$ cat src/rtl/rx_word_align_ctrl_pkg.sv
// Shared types and constants for the receive word-alignment controller.
package rx_align_pkg;

  typedef enum logic [2:0] {
    ST_IDLE   = 3'd0,
    ST_CHECK  = 3'd1,
    ST_SLIP   = 3'd2,
    ST_SETTLE = 3'd3,
    ST_LOCKED = 3'd4,
    ST_ERROR  = 3'd5
  } align_state_t;

  // Default training word; all 8 rotations are distinct.
  localparam logic [7:0] DEF_TRAIN_PATTERN = 8'h68;

  // Counter widths.
  localparam int MATCH_CNT_W  = 8;
  localparam int MISS_CNT_W   = 4;
  localparam int SETTLE_CNT_W = 4;
  localparam int ATTEMPT_W    = 4;

  // Slips tried before giving up: one per remaining phase of an 8-bit word.
  localparam int MAX_ATTEMPTS = 7;

endpackage

$ cat src/rtl/rx_word_align_ctrl.sv
// Word-alignment controller: slips the IOD until the training word is seen
// on the right boundary, declares lock, forwards data and watches for loss
// of lock while the link is still sending training.
module rx_word_align_ctrl
  import rx_align_pkg::*;
#(
  parameter logic [7:0] TRAIN_PATTERN = DEF_TRAIN_PATTERN,
  parameter int         LOCK_COUNT    = 16,
  parameter int         LOSS_COUNT    = 4,
  parameter int         SLIP_SETTLE   = 4
) (
  input  logic       SCLK,
  input  logic       RESETN,
  input  logic [7:0] rx_data,
  input  logic       rx_valid,
  input  logic       train_en,
  output logic       bitslip,
  output logic       aligned,
  output logic       align_err,
  output logic [2:0] slip_cnt,
  output logic [7:0] data_out,
  output logic       data_valid
);

  localparam logic [MATCH_CNT_W-1:0]  LOCK_LAST    = MATCH_CNT_W'(LOCK_COUNT - 1);
  localparam logic [MISS_CNT_W-1:0]   MISS_LAST    = MISS_CNT_W'(LOSS_COUNT - 1);
  localparam logic [SETTLE_CNT_W-1:0] SETTLE_LAST  = SETTLE_CNT_W'(SLIP_SETTLE - 1);
  localparam logic [ATTEMPT_W-1:0]    ATTEMPT_LAST = ATTEMPT_W'(MAX_ATTEMPTS);

  align_state_t state, state_next;

  logic [MATCH_CNT_W-1:0]  match_cnt;
  logic [MISS_CNT_W-1:0]   miss_cnt;
  logic [SETTLE_CNT_W-1:0] settle_cnt;
  logic [ATTEMPT_W-1:0]    attempts;
  logic                    word_match;

  assign word_match = (rx_data == TRAIN_PATTERN);

  // State register.
  always_ff @(posedge SCLK or negedge RESETN) begin
    if (!RESETN) state <= ST_IDLE;
    else         state <= state_next;
  end

  // Next-state decision; dropping train_en during acquisition wins over any
  // lock or slip decision taken in the same cycle.
  always_comb begin
    state_next = state;
    case (state)
      ST_IDLE: begin
        if (train_en) state_next = ST_CHECK;
      end
      ST_CHECK: begin
        if (!train_en) begin
          state_next = ST_IDLE;
        end else if (rx_valid) begin
          if (word_match) begin
            if (match_cnt == LOCK_LAST) state_next = ST_LOCKED;
          end else if (attempts == ATTEMPT_LAST) begin
            state_next = ST_ERROR;
          end else begin
            state_next = ST_SLIP;
          end
        end
      end
      ST_SLIP: begin
        state_next = train_en ? ST_SETTLE : ST_IDLE;
      end
      ST_SETTLE: begin
        if (!train_en)                       state_next = ST_IDLE;
        else if (settle_cnt == SETTLE_LAST)  state_next = ST_CHECK;
      end
      ST_LOCKED: begin
        // Payload mode (train_en low) never leaves lock.
        if (train_en && rx_valid && !word_match && (miss_cnt == MISS_LAST))
          state_next = ST_CHECK;
      end
      ST_ERROR: begin
        if (!train_en) state_next = ST_IDLE;
      end
      default: state_next = ST_IDLE;
    endcase
  end

  // Moore outputs decoded from the state; bitslip is suppressed when train_en
  // has already dropped so an abandoned slip never reaches the IOD.
  always_comb begin
    bitslip   = (state == ST_SLIP) && train_en;
    aligned   = (state == ST_LOCKED);
    align_err = (state == ST_ERROR);
  end

  // Match, miss, settle, attempt and slip-phase counters. Everything clears on
  // the way into IDLE so the outputs are already zero in the first IDLE cycle.
  always_ff @(posedge SCLK or negedge RESETN) begin
    if (!RESETN) begin
      match_cnt  <= '0;
      miss_cnt   <= '0;
      settle_cnt <= '0;
      attempts   <= '0;
      slip_cnt   <= '0;
    end else if (state_next == ST_IDLE) begin
      match_cnt  <= '0;
      miss_cnt   <= '0;
      settle_cnt <= '0;
      attempts   <= '0;
      slip_cnt   <= '0;
    end else begin
      case (state)
        ST_CHECK: begin
          if (rx_valid) begin
            if (!word_match)              match_cnt <= '0;
            else if (match_cnt != '1)     match_cnt <= match_cnt + 1'b1;
          end
        end
        ST_SLIP: begin
          slip_cnt   <= slip_cnt + 3'd1;
          settle_cnt <= '0;
          if (attempts != '1) attempts <= attempts + 1'b1;
        end
        ST_SETTLE: begin
          if (settle_cnt != '1) settle_cnt <= settle_cnt + 1'b1;
        end
        ST_LOCKED: begin
          // Re-acquisition after loss starts with a fresh attempt budget.
          match_cnt <= '0;
          attempts  <= '0;
          if (train_en && rx_valid) begin
            if (word_match)               miss_cnt <= '0;
            else if (miss_cnt == MISS_LAST) miss_cnt <= '0;
            else                          miss_cnt <= miss_cnt + 1'b1;
          end
        end
        default: ;
      endcase
    end
  end

  // Forwarded data; valid uses the registered lock so the lock-completing
  // word is not marked valid.
  always_ff @(posedge SCLK or negedge RESETN) begin
    if (!RESETN) begin
      data_out   <= '0;
      data_valid <= 1'b0;
    end else begin
      data_out   <= rx_data;
      data_valid <= rx_valid & aligned;
    end
  end

endmodule

$ cat config.mk
export PLATFORM = sky130hd
export DESIGN_NAME = rx_word_align_ctrl
export DESIGN_NICKNAME = d
export VERILOG_FILES = /design/src/rtl/rx_word_align_ctrl_pkg.sv /design/src/rtl/rx_word_align_ctrl.sv
export SDC_FILE = /design/constraint.sdc
export NUM_CORES = 1
export LEC_CHECK = 0
export CAP_MARGIN = 0
export CELL_PAD_IN_SITES_DETAIL_PLACEMENT = 0
export CELL_PAD_IN_SITES_GLOBAL_PLACEMENT = 1
export CORE_MARGIN = 2
export CORE_UTILIZATION = 40
export CTS_CLUSTER_DIAMETER = 120
export DETAILED_ROUTE_END_ITERATION = 10
export GPL_TIMING_DRIVEN = 0
export PLACE_DENSITY = 0.87
export SLEW_MARGIN = 20
export SYNTH_ARGS = -nofsm -noshare
export SYNTH_HDL_FRONTEND = slang
export SYNTH_SLANG_ARGS = --single-unit
$ cat constraint.sdc
create_clock -name SCLK -period 1.93 [get_ports SCLK]
set_input_delay 0.2895 -clock SCLK [delete_from_list [all_inputs] [get_ports SCLK]]
set_output_delay 0.2895 -clock SCLK [all_outputs]
set_load 0.01 [all_outputs]
=== Yosys cells after proc, flatten, opt, wreduce, memory -nomap -nowiden ===
Cells that the tools add are included.

* Add/sub/neg operators: 5
* Multipliers: 0
* Divide/modulo/power cells: 0
* Order comparisons: 0
* Eq/ne operators: 17
* Shifts and indexed selects: 0
* Multiplexer cells: 30
* Bitwise operators: 1
* Reductions and logical operators: 17

{| class="wikitable"
|+ Operators with widths
! cell !! count
|-
| two-way mux 3 bit || 12
|-
| two-way mux 4 bit || 9
|-
| two-way mux 8 bit || 4
|-
| case mux 3 bit (6 select lines) || 1
|-
| case mux 4 bit (2 select lines) || 2
|-
| case mux 8 bit (2 select lines) || 1
|-
| adder 4 x 1 -> 4 bit (second input constant) || 3
|-
| inequality test 4 bit (second input constant) || 3
|-
| nonzero test 3 bit || 3
|-
| adder 8 x 1 -> 8 bit (second input constant) || 1
|-
| == test 4 x 2 -> 1 bit (second input constant) || 2
|-
| == test 8 x 4 -> 1 bit (second input constant) || 1
|-
| == test 8 x 7 -> 1 bit (second input constant) || 1
|-
| inequality test 8 bit (second input constant) || 1
|-
| == test 3 x 2 -> 1 bit (second input constant) || 2
|-
| == test 3 bit (second input constant) || 2
|-
| zero test 3 bit || 2
|-
| inequality test 3 bit (second input constant) || 2
|-
| AND reduction 2 bit || 3
|-
| nonzero test 2 bit || 3
|-
| == test 4 x 3 -> 1 bit (second input constant) || 1
|-
| logical AND 1 bit || 4
|-
| adder 3 x 1 -> 3 bit (second input constant) || 1
|-
| == test 3 x 1 -> 1 bit (second input constant) || 1
|-
| other kinds (5) || 5
|}

* Bits in registers: 35
* Latch bits: 0
* RAM bits: 0
* Memory bits (read-only): 0
* Memories kept: 0

=== Logic depth before layout (Yosys ltp) ===
* Word-level depth: 9
* Mapped depth: 7
* Gate-level depth less buffers: 6

=== Least setup slack after synthesis ===
Ideal clock, no wire load.

* Kind: flip-flop to flip-flop
* From: register match_cnt[0]
* To: register slip_cnt[0]
* Arrival time: 1624 ps
* Data required time: 1796 ps
* Slack: 172 ps
* Stages on the path, launching flop included: 8
* Path buffers: 1
* Path through: dfrtp_1 ha_1 nand3_1 nand2b_1 a21bo_2 a221oi_2 buf_4 a31oi_1

* Cells in the longest elaborated chain, start to end: 8
* Elaborated cells between the ends (all ways): 9
* Those cells by class: eq/ne: 1; mux: 6; reduce/logical: 2

{| class="wikitable"
|+ RTL lines
! element !! RTL line !! source
|-
| from (decl) || rx_word_align_ctrl.sv:32 || <nowiki>logic [MATCH_CNT_W-1:0] match_cnt;</nowiki>
|-
| from (signal assigned) || rx_word_align_ctrl.sv:114 || <nowiki>else if (match_cnt != '1) match_cnt <= match_cnt + 1'b1;</nowiki>
|-
| == test 8 x 4 -> 1 bit (*) || rx_word_align_ctrl.sv:59 || <nowiki>if (match_cnt == LOCK_LAST) state_next = ST_LOCKED;</nowiki>
|-
| two-way mux 3 bit (*) || rx_word_align_ctrl.sv:59 ||
|-
| two-way mux 3 bit (*) || rx_word_align_ctrl.sv:58 || <nowiki>if (word_match) begin</nowiki>
|-
| two-way mux 3 bit (*) || rx_word_align_ctrl.sv:57 || <nowiki>end else if (rx_valid) begin</nowiki>
|-
| two-way mux 3 bit (*) || rx_word_align_ctrl.sv:55 || <nowiki>if (!train_en) begin</nowiki>
|-
| case mux 3 bit (6 select lines) (*) || rx_word_align_ctrl.sv:50 || <nowiki>case (state)</nowiki>
|-
| zero test 3 bit (*) || rx_word_align_ctrl.sv:103 || <nowiki>end else if (state_next == ST_IDLE) begin</nowiki>
|-
| two-way mux 3 bit or nonzero test 2 bit (tied branches) || n/a ||
|-
| to (signal assigned) || rx_word_align_ctrl.sv:118 || <nowiki>slip_cnt <= slip_cnt + 3'd1;</nowiki>
|-
| to (decl) || rx_word_align_ctrl.sv:20 || <nowiki>output logic [2:0] slip_cnt,</nowiki>
|}

Every way passes the cells marked *; elsewhere a longest branch is shown, timed or not.
A chain may end at the register's enable or synchronous reset.

=== Worst setup path in the final report ===
* From: input port train_en
* To: output port bitslip

* Cells in the longest elaborated chain, start to end: 1

{| class="wikitable"
|+ RTL lines
! element !! RTL line !! source
|-
| from (decl) || rx_word_align_ctrl.sv:16 || <nowiki>input logic train_en,</nowiki>
|-
| logical AND 1 bit || rx_word_align_ctrl.sv:89 || <nowiki>bitslip = (state == ST_SLIP) && train_en;</nowiki>
|-
| to (decl) || rx_word_align_ctrl.sv:17 || <nowiki>output logic bitslip,</nowiki>
|}

No other way between the ends.

==> flow_summary.toml <==
[run_status]
status = "completed"

[route]
drt_iter0_markers = 111
vias_per_cell = 5.647
via_count = 1598
wirelength_um = 4123
drt_pre_antenna_iters = 4
antenna_left = 0
wire_per_inst_um = 14.57
remaining_drc_errors = 0

[global_routing]
met2_usage = 0.2387
grt_max_degree = 25
track_usage = 0.1646
use_met3 = 0.04501
grt-ovfl-total = 0
grt_pass1_wl_um = 6630
antenna_found_initial = 0
grt_pass1_vias = 1414
use_met1 = 0.2343
busiest_layer = "met2"

[power]
ir_worst_vdd_v = 0.0004188
p_per_area_nw_per_um2 = 699.1
power_w = 0.001762
p_leak_nw = 1.047

[cts]
clk_latency_ns = 0.28
cts_made_buffers = 5
cts_tree = "yes"
cts.htree.levels = 2
clk_pin_slew_ns = 0.07
cts_sinks = 35
cts_buffer_depth = 2
clockRootBuffer = "clkbuf_8"

[synth]
async_flop_share = 1.000
yosysWarnings = 0
synth_edf_count = 0
ys_top_cells_by_count = "dfrtp_1 (35), nand2_1 (21), a21oi_1 (14)"
syn-mean-instance-area_um2 = 10.07
syn_nets = 200
ys.flop_type = "dfrtp_1"
synth_area_leaders = "dfrtp_1 (48%), nand2_1 (4.3%), a21oi_1 (3.8%)"
synth_area_um2 = 1843
ys_ff_latch = 35
synthCells = 183
synth_area_leader_cell = "dfrtp_1"
yosysUniqueCellTypes = 47
synth_top_area_share = 0.4752
seq_area_frac_synth = 0.4752
synth.most_common_cell = "dfrtp_1"

[floorplan]
fp.dieW_um = 71.88
die-area_um2 = 5167
die_y_um = 71.88
std_cell_rows = 24
start_util = 0.4204
pin_count = 27
fp.coreArea_um2 = 4384

[worst_setup_path]
worstSetupPathType = "in2out"
cp_max_fo = 10
critPathLaunchType = "input port"
arrival_ns = 1.63
cp.required_ns = 1.64
cp-end-kind = "primary output"
reg2regPathDepth = 7

[hold_path]
hold_class = "in2reg"
holdPathStages = 1

[place]
dpl_cell_area_um2 = 2191
globalplace.congestion = 0.8280
dp.cells = 262
io_buffer_count = 26
dp_hpwl_um = 2708

[sta]
hold_ws_ns = 0.3123
final.min_clock_period_ns = 1.916
rsz0062_at_grt = "yes"
finClkSkew_ns = 0.003423
setup_viol = 0
maxSlewHeadroom = 0.7456
finalSetupTns_ns = 0
period_share = 0.9927
maxClockFrequency_mhz = 522.0
finalHoldViolations = 0
drv_slew = 0
tightest_slew_ns = 0.3710

[finish]
final_cells = 283
n_antenna_cell = 0
drive_gt1_frac = 0.2208
design_area_um2 = 2520
nNetsFinal = 247
areaGrowthSynthToFinish_pct = 36.73

[run]
maxCapViolCount = 0
## state kept, by name, summed over array words and instances, names as in the netlist
| register | cells |
|---|---|
| data_valid | 1 |
| settle_cnt | 4 |
| data_out | 8 |
| slip_cnt | 3 |
| match_cnt | 8 |
| state | 3 |
| miss_cnt | 4 |
| attempts | 4 |
## per-stage QoR
| stage | util | setup WS, ns |
|---|---|---|
| after detailed placement | 0.4997 | -0.4368 |
| final | 0.5748 | 0.01414 |
| after global routing | 0.5748 | -0.06881 |
| after floorplan | - | 0.1718 |
| after CTS | 0.5522 | 0.01033 |
| after global placement | 0.4946 | -0.4443 |
## final timing paths
kind / startpoint / end / slack [ns]
max in group asynchronous: RESETN / state[2] / 1.07
min: rx_data[4] / data_out[4] / 0.31
min in group asynchronous: RESETN / attempts[1] / 0.43
max reg2reg: match_cnt[1] / slip_cnt[0] / 0.03
max: train_en / bitslip / 0.01
min reg2reg: attempts[1] / attempts[1] / 0.52
## critical path, stage by stage
cell and delay (ns):
clkdlybuf4s50_1 0.61, buf_2 0.32, and2_1 0.18, clkdlybuf4s15_2 0.22
## layout make-up
type | count | area (um^2)
fill | 379 | 1864
tap | 52 | 65.06
buffer | 8 | 72.57
clock inverter | 2 | 35.03
inverter | 5 | 18.77
clock buffer | 6 | 82.58
sequential | 35 | 877.1
multi-input combinational | 135 | 987.2
timing repair buffer | 40 | 381.6
## placed cells by master (no fill, tap or decap), types with 2 or more instances in the layout
| cell | netlist | routed |
|---|---|---|
| buf_2 | 3 | 3 |
| buf_4 | 2 | 13 |
| ha_1 | 5 | 3 |
| a221oi_4 | 0 | 2 |
| nor2b_1 | 3 | 2 |
| ha_2 | 0 | 2 |
| dlygate4sd2_1 | 0 | 3 |
| nor3b_4 | 1 | 2 |
| o21ai_2 | 2 | 2 |
| a21oi_1 | 14 | 14 |
| and2_1 | 5 | 4 |
| nor4_1 | 2 | 2 |
| nor4bb_1 | 3 | 2 |
| a22oi_1 | 5 | 5 |
| clkdlybuf4s50_1 | 0 | 21 |
| dfrtp_1 | 35 | 34 |
| a41oi_1 | 3 | 3 |
| nand2_1 | 21 | 20 |
| buf_6 | 2 | 5 |
| a31oi_1 | 8 | 8 |
| o21ai_0 | 12 | 12 |
| inv_1 | 5 | 5 |
| clkbuf_8 | 0 | 6 |
| nand2b_1 | 3 | 3 |
| nand3_1 | 10 | 10 |
| nand4_1 | 5 | 5 |
| nor2_1 | 7 | 7 |
## power breakdown
part / internal (W) / total, W / switching, W
clock network: 0.000418 / 0.000683 / 0.000265
logic: 0.000147 / 0.000293 / 0.000145
registers: 0.000764 / 0.000786 / 0.0000228
## kinds of logic (layout without fill, tap and decap cells)
group	after synthesis	count (layout)	share of synthesized area
compound gates	58	58	0.2179
xor+xnor	2	2	0.009506
fa+ha+maj	5	5	0.03394
buf+inv	13	61	0.04073
flops	35	35	0.4752
mux	1	1	0.005431
simple gates	69	69	0.2173
## layer usage
layer / part of all wire / vias up / routed length [um]
met1: 0.48 / 752 / 1976
li1: - / 793 / -
met3: 0.067 / 6 / 275
met2: 0.44 / 47 / 1809
met5: 0 / - / 0
met4: 0.015 / 0 / 62
## timing repair
| action | in CTS | in global routing |
|---|---|---|
| cloned | 2 | 0 |
| pin swaps | 2 | 5 |
| setup endpoints to repair | 21 | 21 |
| endpoints found under the hold margin | 11 | 0 |
| resized for setup | 20 | 13 |
| buffers inserted | 5 | 5 |
| hold buffers | 1 | 0 |
(Power assumes the default switching activity.)
